[src/rtl/axi_xbar_pkg.sv]
// Shared crossbar types and helpers; holds the FIFO status bundle so callers can
// pass occupancy and level flags around as one value.
package axi_xbar_pkg;

   localparam int unsigned FifoCntW = 16;

   typedef struct packed {
      logic [FifoCntW-1:0] count;
      logic                awfull;
      logic                arempty;
   } fifo_status_t;

   function automatic logic lvl_at_least(input int unsigned cnt, input int unsigned lvl);
      return cnt >= lvl;
   endfunction

   function automatic logic lvl_at_most(input int unsigned cnt, input int unsigned lvl);
      return cnt <= lvl;
   endfunction

endpackage

[src/rtl/fifomem.sv]
// Dual-port FIFO storage: synchronous write, and either combinational (fall-through)
// or registered read data.
module fifomem #(
   parameter int unsigned DATASIZE    = 8,
   parameter int unsigned ADDRSIZE    = 4,
   parameter int unsigned DEPTH       = 2**ADDRSIZE,
   parameter string       FALLTHROUGH = "TRUE"
) (
   input  logic                wclk,
   input  logic                wclken,
   input  logic [ADDRSIZE-1:0] waddr,
   input  logic [DATASIZE-1:0] wdata,
   input  logic                rclk,
   input  logic                rrst,
   input  logic                rclken,
   input  logic [ADDRSIZE-1:0] raddr,
   output logic [DATASIZE-1:0] rdata
);

   logic [DATASIZE-1:0] mem [DEPTH];

   always_ff @(posedge wclk) begin
      if (wclken) mem[waddr] <= wdata;
   end

   if (FALLTHROUGH == "TRUE") begin : g_fwft
      logic unused_rd;
      assign unused_rd = ^{rclk, rrst, rclken};
      assign rdata     = mem[raddr];
   end else begin : g_reg
      logic [DATASIZE-1:0] rdata_d, rdata_q;

      // Holds the last popped word until the next accepted pop.
      always_comb begin
         rdata_d = rdata_q;
         if (rclken) rdata_d = mem[raddr];
      end

      always_ff @(posedge rclk) begin
         if (rrst) rdata_q <= '0;
         else      rdata_q <= rdata_d;
      end

      assign rdata = rdata_q;
   end

endmodule

[src/rtl/sync_fifo_lvl.sv]
// Single-clock FIFO with binary pointers, occupancy count, programmable level flags,
// synchronous flush and sticky overflow/underflow flags.
module sync_fifo_lvl
   import axi_xbar_pkg::*;
#(
   parameter int unsigned DSIZE       = 8,
   parameter int unsigned ASIZE       = 4,
   parameter string       FALLTHROUGH = "TRUE",
   parameter int unsigned AFULL_LVL   = 2**ASIZE-1,
   parameter int unsigned AEMPTY_LVL  = 1
) (
   input  logic             clk,
   input  logic             rst,
   input  logic             flush,
   input  logic             winc,
   input  logic [DSIZE-1:0] wdata,
   output logic             wfull,
   output logic             awfull,
   input  logic             rinc,
   output logic [DSIZE-1:0] rdata,
   output logic             rempty,
   output logic             arempty,
   output logic [ASIZE:0]   count,
   output logic             overflow,
   output logic             underflow
);

   localparam int unsigned DEPTH = 2**ASIZE;

   logic [ASIZE:0] wptr_d, wptr_q, rptr_d, rptr_q, count_d, count_q;
   logic           rempty_d, rempty_q, wfull_d, wfull_q;
   logic           overflow_d, overflow_q, underflow_d, underflow_q;
   logic           push, pop;

   always_comb begin
      // Flush drops any request in the same cycle and must not raise an error flag.
      push        = winc & ~wfull_q & ~flush;
      pop         = rinc & ~rempty_q & ~flush;
      overflow_d  = overflow_q | (winc & wfull_q & ~flush);
      underflow_d = underflow_q | (rinc & rempty_q & ~flush);
      wptr_d      = wptr_q + (ASIZE+1)'(push);
      rptr_d      = rptr_q + (ASIZE+1)'(pop);
      if (flush) begin
         wptr_d = '0;
         rptr_d = '0;
      end
      count_d  = wptr_d - rptr_d;
      rempty_d = (wptr_d == rptr_d);
      wfull_d  = (wptr_d[ASIZE-1:0] == rptr_d[ASIZE-1:0]) && (wptr_d[ASIZE] != rptr_d[ASIZE]);
   end

   always_ff @(posedge clk) begin
      if (rst) begin
         wptr_q      <= '0;
         rptr_q      <= '0;
         count_q     <= '0;
         rempty_q    <= 1'b1;
         wfull_q     <= 1'b0;
         overflow_q  <= 1'b0;
         underflow_q <= 1'b0;
      end else begin
         wptr_q      <= wptr_d;
         rptr_q      <= rptr_d;
         count_q     <= count_d;
         rempty_q    <= rempty_d;
         wfull_q     <= wfull_d;
         overflow_q  <= overflow_d;
         underflow_q <= underflow_d;
      end
   end

   fifomem #(
      .DATASIZE    (DSIZE),
      .ADDRSIZE    (ASIZE),
      .DEPTH       (DEPTH),
      .FALLTHROUGH (FALLTHROUGH)
   ) u_fifomem (
      .wclk   (clk),
      .wclken (push),
      .waddr  (wptr_q[ASIZE-1:0]),
      .wdata  (wdata),
      .rclk   (clk),
      .rrst   (rst),
      .rclken (pop),
      .raddr  (rptr_q[ASIZE-1:0]),
      .rdata  (rdata)
   );

   assign count     = count_q;
   assign rempty    = rempty_q;
   assign wfull     = wfull_q;
   assign overflow  = overflow_q;
   assign underflow = underflow_q;
   assign awfull    = lvl_at_least(32'(count_q), AFULL_LVL);
   assign arempty   = lvl_at_most(32'(count_q), AEMPTY_LVL);

endmodule

[config.mk]
export PLATFORM = sky130hd
export DESIGN_NAME = sync_fifo_lvl
export DESIGN_NICKNAME = d
export VERILOG_FILES = /design/src/rtl/axi_xbar_pkg.sv /design/src/rtl/fifomem.sv /design/src/rtl/sync_fifo_lvl.sv
export SDC_FILE = /design/constraint.sdc
export NUM_CORES = 1
export LEC_CHECK = 0
export ABC_CLOCK_PERIOD_IN_PS = 7400
export CAP_MARGIN = 20
export CORE_ASPECT_RATIO = 2
export CORE_MARGIN = 3
export CORE_UTILIZATION = 50
export CTS_CLUSTER_DIAMETER = 50
export DETAILED_ROUTE_END_ITERATION = 10
export PLACE_DENSITY = 0.78
export SYNTH_ARGS = -nofsm -noshare
export SYNTH_HDL_FRONTEND = slang
export SYNTH_SLANG_ARGS = --single-unit
[constraint.sdc]
create_clock -name clk -period 7.4 [get_ports clk]
set_input_delay 1.11 -clock clk [delete_from_list [all_inputs] [get_ports clk]]
set_output_delay 1.11 -clock clk [all_outputs]
set_load 0.005 [all_outputs]
==> results.toml, run 1 <==
[power]
cellPowerDensity_nw_per_um2 = 272
power_uw = 1880
power_leakage_uw = 0.00226
irDropWorstVdd_v = 0.000197

[floorplan]
fp.dieH_um = 158
num_rows = 55
die_area_um2 = 13000
fp.dieW_um = 82.2
core_um2 = 11400
pin_count = 32
initial_core_util_pct = 51.1

[place]
gp_congestion = 0.834
place.port_buffers = 31
dp_hpwl_um = 7680
dp.cells = 480

[run_status]
status = "complete, no violations"

[synthesis]
synth_top_area_share_pct = 66.2
synth_warnings = 0
ys_seq_area_share_pct = 72.8
synthTopCellsByArea = "edfxtp_1, mux4_2, dfxtp_1"
synthCells = 317
syn_area_um2 = 5800
avgSynthCellArea_um2 = 18.3
yosysUniqueCellTypes = 35
ys_ff_latch = 147
synth-edff-count = 128
async_flop_share_pct = 0
synth_top_cell_by_area = "edfxtp_1"
synth_top_flop_cell = "edfxtp_1"
synth_common_cells = "edfxtp_1, mux4_2, nor2_1"
syn_nets = 339
synth.most_common_cell = "edfxtp_1"

[global_routing]
grt_start_max_net_pins = 35
grt_pass1_vias = 3219
overflow = 0
grt_antenna_before_repair = 0
grt_pass1_wl_um = 18100
grt.total_usage_pct = 19.9

[critical_path]
crit_type = "flip-flop to primary output"
crit_start = "rptr_q[0]"
critPathArrivalTime_ps = 2770
end_kind = "primary output"
critPathMaxFanout = 31
cp_data_required_time_ps = 6290
start_kind = "flip-flop"
r2r-start = "wfull"

[clocking]
cts_root_buffer = "clkbuf_16"
htree_levels = 4
hold_buffers = 0
post_cts_resize_count = 0
cts_setup_buffers = 0
clk_pin_slew_worst_paths_ps = 60
tritoncts = "built"
cts_buffers = 17
cts.sinks = 147
insertion_delay_ps = 410
cts_max_path_buffers = 2

[finish]
multi_input_area_um2 = 1470
fin_cells = 512
regArea_um2 = 4230
fill_cells = 789
antennaDiodeCount = 0
fin_nets = 379
layout-drive-gt1-share_pct = 19.2
syn_to_final_growth_pct = 18.8

[route]
drt-wirelength-per-cell_um = 22.3
vias_per_cell = 5.78
drc = 0
drtPass1Iterations = 4
wirelength_um = 11400
vias = 2957
ant_nets = 0
drt_iter0_drc = 213

[sta]
hold_viol_final = 0
setup_tns_ps = 0
tightest_slew_ps = 1060
slew_headroom_pct = 29.1
period_share_pct = 52.4
slew_viol_final = 0
finalSetupViolCount = 0
fin_skew_ps = 8.27
fmax_mhz = 258
rsz0062_at_grt = "no"
final.min_clock_period_ps = 3880

[worst_hold_path]
min_from = "overflow"
hold_class = "flip-flop to flip-flop"

[job]
maxCapViolCount = 0
## power breakdown
| group | internal, uW | switching (uW) | leakage (uW) |
|---|---|---|---|
| Combinational | 18.6 | 22.9 | 0.000643 |
| Sequential | 904 | 1.91 | 0.00131 |
| Clock | 601 | 327 | 0.000308 |
## registers in the layout, indices dropped and copies added (netlist names)
signal / cells
wfull: 1
underflow: 1
rptr_q: 5
wptr_q: 5
overflow: 1
rempty: 1
count: 5
u_fifomem.mem: 128
## layout by cell type, fill, tap and decap left out, drive strengths merged, types with 11 or more instances in the layout
cell and n:
a22oi 16, edfxtp 128, nand2 13, nor2 28
nor2b 11, dfxtp 19, mux4 32, clkbuf 17
clkdlybuf4s50 31
## area by class of cell
type / instances / share of cell area [%]
clock inverter: 15 / 3.32
sequential: 147 / 61.3
clock buffer: 17 / 6.17
tap: 142 / 2.58
inverter: 4 / 0.218
multi-input combinational: 150 / 21.3
timing repair buffer: 37 / 5.15
## per-stage QoR
| stage | util [%] | hold WS (ps) | instance area [um2] | worst slack (ps) |
|---|---|---|---|---|
| global route | 60.7 | 532 | 6900 | 3310 |
| floorplan | - | 461 | 5800 | 4280 |
| detailed placement | 55.0 | 461 | 6240 | 3300 |
| CTS | 60.7 | 479 | 6900 | 3470 |
| global placement | 55.0 | 457 | 6240 | 3420 |
| finish | 60.7 | 474 | 6900 | 3520 |
## critical path, stage by stage, from the launching register on
cell and delay (ps):
dfxtp_2 360, buf_4 530, mux4_2 620, a22oi_1 270
nand2_1 110, clkdlybuf4s50_1 460
## kinds of logic (layout without fill, tap and decap cells)
kind of cell / count (synthesis) / count (layout) / share of synthesized area (%)
compound gates: 24 / 24 / 3.02
xor+xnor: 6 / 6 / 0.905
fa+ha+maj: 9 / 9 / 2.07
buf+inv: 20 / 73 / 1.90
flops: 147 / 147 / 72.8
mux: 35 / 35 / 13.0
simple gates: 76 / 76 / 6.38
## worst paths after layout
check              to  slack (ps)  cells past startpoint
max          rdata[1]        3520                      5
min          overflow         470                      2
max reg2reg  count[4]        4820                      9
min reg2reg  overflow         470                      2
## metal layers
layer,vias to the layer above,GRT usage [%],wire [um]
met5,-,0,0
met3,19,4.47,358
met1,1505,21.3,3940
li1,1336,-,-
met2,97,36.8,6840
met4,0,7.69,300
No activity file was read; power rests on OpenSTA's default activity.
==> run 2, diff against run 1 <==
ABC_CLOCK_PERIOD_IN_PS = 3290   (was 7400)
PLACE_DENSITY = 0.8   (was 0.78)
clock period = 3.29 ns   (was 7.4 ns; I/O delays follow)
==> run 2 against run 1 <==
Against the previous run:
- critical path depth did not move
- clock skew down 2.9 ps
- power grew 120%
- worst hold slack better by 9.4 ps
- cell count increased by 2.3%
- combinational power increased by 140%
- flip-flop and latch count unchanged
- utilization increased by 0.78 points
- clock power grew 120%
- clock-buffer cell count increased by 3
- largest cell class unchanged
- largest power group unchanged
==> results.toml, run 2 (same netlist as run 1, synthesis figures left out) <==
[sta]
slew_headroom_pct = 45.4
fin_skew_ps = 5.40
fin_ws_ps = 354
hold_viol_final = 0
fmax_mhz = 341
slew_viol_final = 0
period_share_pct = 89.2
final.min_clock_period_ps = 2940
setup_tns_ps = 0
finalSetupViolCount = 0
rsz0062_at_grt = "no"
tightest_slew_ps = 816

[power]
internal_power_uw = 3430
seqPwrFrac_pct = 48.5
power_leakage_uw = 0.00233
clkPwrFrac_pct = 49.1
pwr-share-comb_pct = 2.3
irDropWorstVdd_v = 0.000418
sw_frac_of_total_pct = 18.4
netSwitchingPower_uw = 772
cellPowerDensity_nw_per_um2 = 601

[finish]
fin_nets = 391
layout-drive-gt1-share_pct = 21.2
largest_reg_flops = 128
fill_cells = 765
layout_commonest_cell = "edfxtp_1"
layout_common_cells = "edfxtp_1, mux4_2, clkdlybuf4s50_1"
regArea_um2 = 4230
syn_to_final_growth_pct = 20.4
top_register = "u_fifomem.mem"
antennaDiodeCount = 0
multi_input_area_um2 = 1470

[place]
dp_hpwl_um = 7720
gp_congestion = 0.780
place.port_buffers = 31
pre_cts_ws_ps = 199

[clocking]
clk_pin_slew_worst_paths_ps = 60
post_cts_resize_count = 0
hold_buffers = 0
cts_max_path_buffers = 2
cts.sinks = 147
cts_root_buffer = "clkbuf_16"
insertion_delay_ps = 410
tritoncts = "built"
cts_setup_buffers = 0
cts_buffers = 17
htree_levels = 4

[route]
drtPass1Iterations = 6
drt_iter0_drc = 280
drc = 0
wirelength_um = 11500
drt-wirelength-per-cell_um = 21.9
ant_nets = 0
vias = 3050
vias_per_cell = 5.82

[critical_path]
critPathMaxFanout = 32
cp_cell_sequence = "buf_12, mux4_2, a22oi_1, nand2_1, clkdlybuf4s50_1"
cp_data_required_time_ps = 2800
crit_type = "flip-flop to primary output"
slowest_stage = "mux4_2"
cpPeakStageDelay_ps = 570
start_kind = "flip-flop"
critPathArrivalTime_ps = 2440
end_kind = "primary output"

[global_routing]
grt_pass1_wl_um = 18200
grt_pass1_vias = 3251
grt_start_max_net_pins = 33
grt_antenna_before_repair = 0
overflow = 0
grt.total_usage_pct = 20.0

[floorplan]
fp.dieW_um = 82.2
initial_core_util_pct = 51.1
pin_count = 32
fp.dieH_um = 158
die_area_um2 = 13000
num_rows = 55
core_um2 = 11400

[run_status]
status = "complete, no violations"

[job]
maxCapViolCount = 0

[worst_hold_path]
hold_class = "flip-flop to flip-flop"
## run 2: power by group through the flow
stage / registers [uW] / logic (uW) / clock network (uW)
after floorplan: 2080 / 33.5 / 0
after global placement: 2080 / 95.0 / 0
after detailed placement: 2080 / 99.6 / 0
after CTS: 2040 / 101 / 2090
after global routing: 2040 / 108 / 2170
final: 2040 / 98.7 / 2060
## run 2: final timing paths
path | start | endpoint | slack, ps | depth (start not counted)
worst max-delay path | rptr_q[0] | rdata[1] | 350 | 5
worst max register to register | wfull | count[4] | 820 | 9
worst min-delay path | overflow | overflow | 480 | 2
worst min register to register | overflow | overflow | 480 | 2
## run 2: per-stage QoR
stage	power [uW]	util, %	std cells	hold slack, ps	cell area [um2]
final	4200	61.5	524	484	6990
after global routing	4320	61.5	524	509	6990
after CTS	4230	61.5	524	484	6990
after detailed placement	2180	55.9	492	464	6350
after global placement	2170	55.9	492	458	6350
after floorplan	2110	-	317	461	5800
## run 2: final cells by class
cell class	count	area share [%]
clock buffer	20	6.25
clock inverter	12	2.92
inverter	4	0.215
multi-input combinational	150	21.0
sequential	147	60.5
tap	142	2.54
timing repair buffer	49	6.55
## run 2: worst max-delay path, delay by kind of cell, from the launching register on
family | cells | cell delay [ps]
flip-flops | 1 | 360
multiplexers | 1 | 570
AO/OA/AOI/OAI | 1 | 270
buffers and inverters | 2 | 720
AND/OR/NAND/NOR | 1 | 100
## run 2: per-layer routing
| layer | wire [um] | vias up | track usage [%] |
|---|---|---|---|
| li1 | - | 1359 | - |
| met1 | 4110 | 1569 | 22.6 |
| met2 | 6550 | 95 | 34.8 |
| met3 | 447 | 27 | 4.76 |
| met4 | 361 | 0 | 9.27 |
| met5 | 0 | - | 0 |
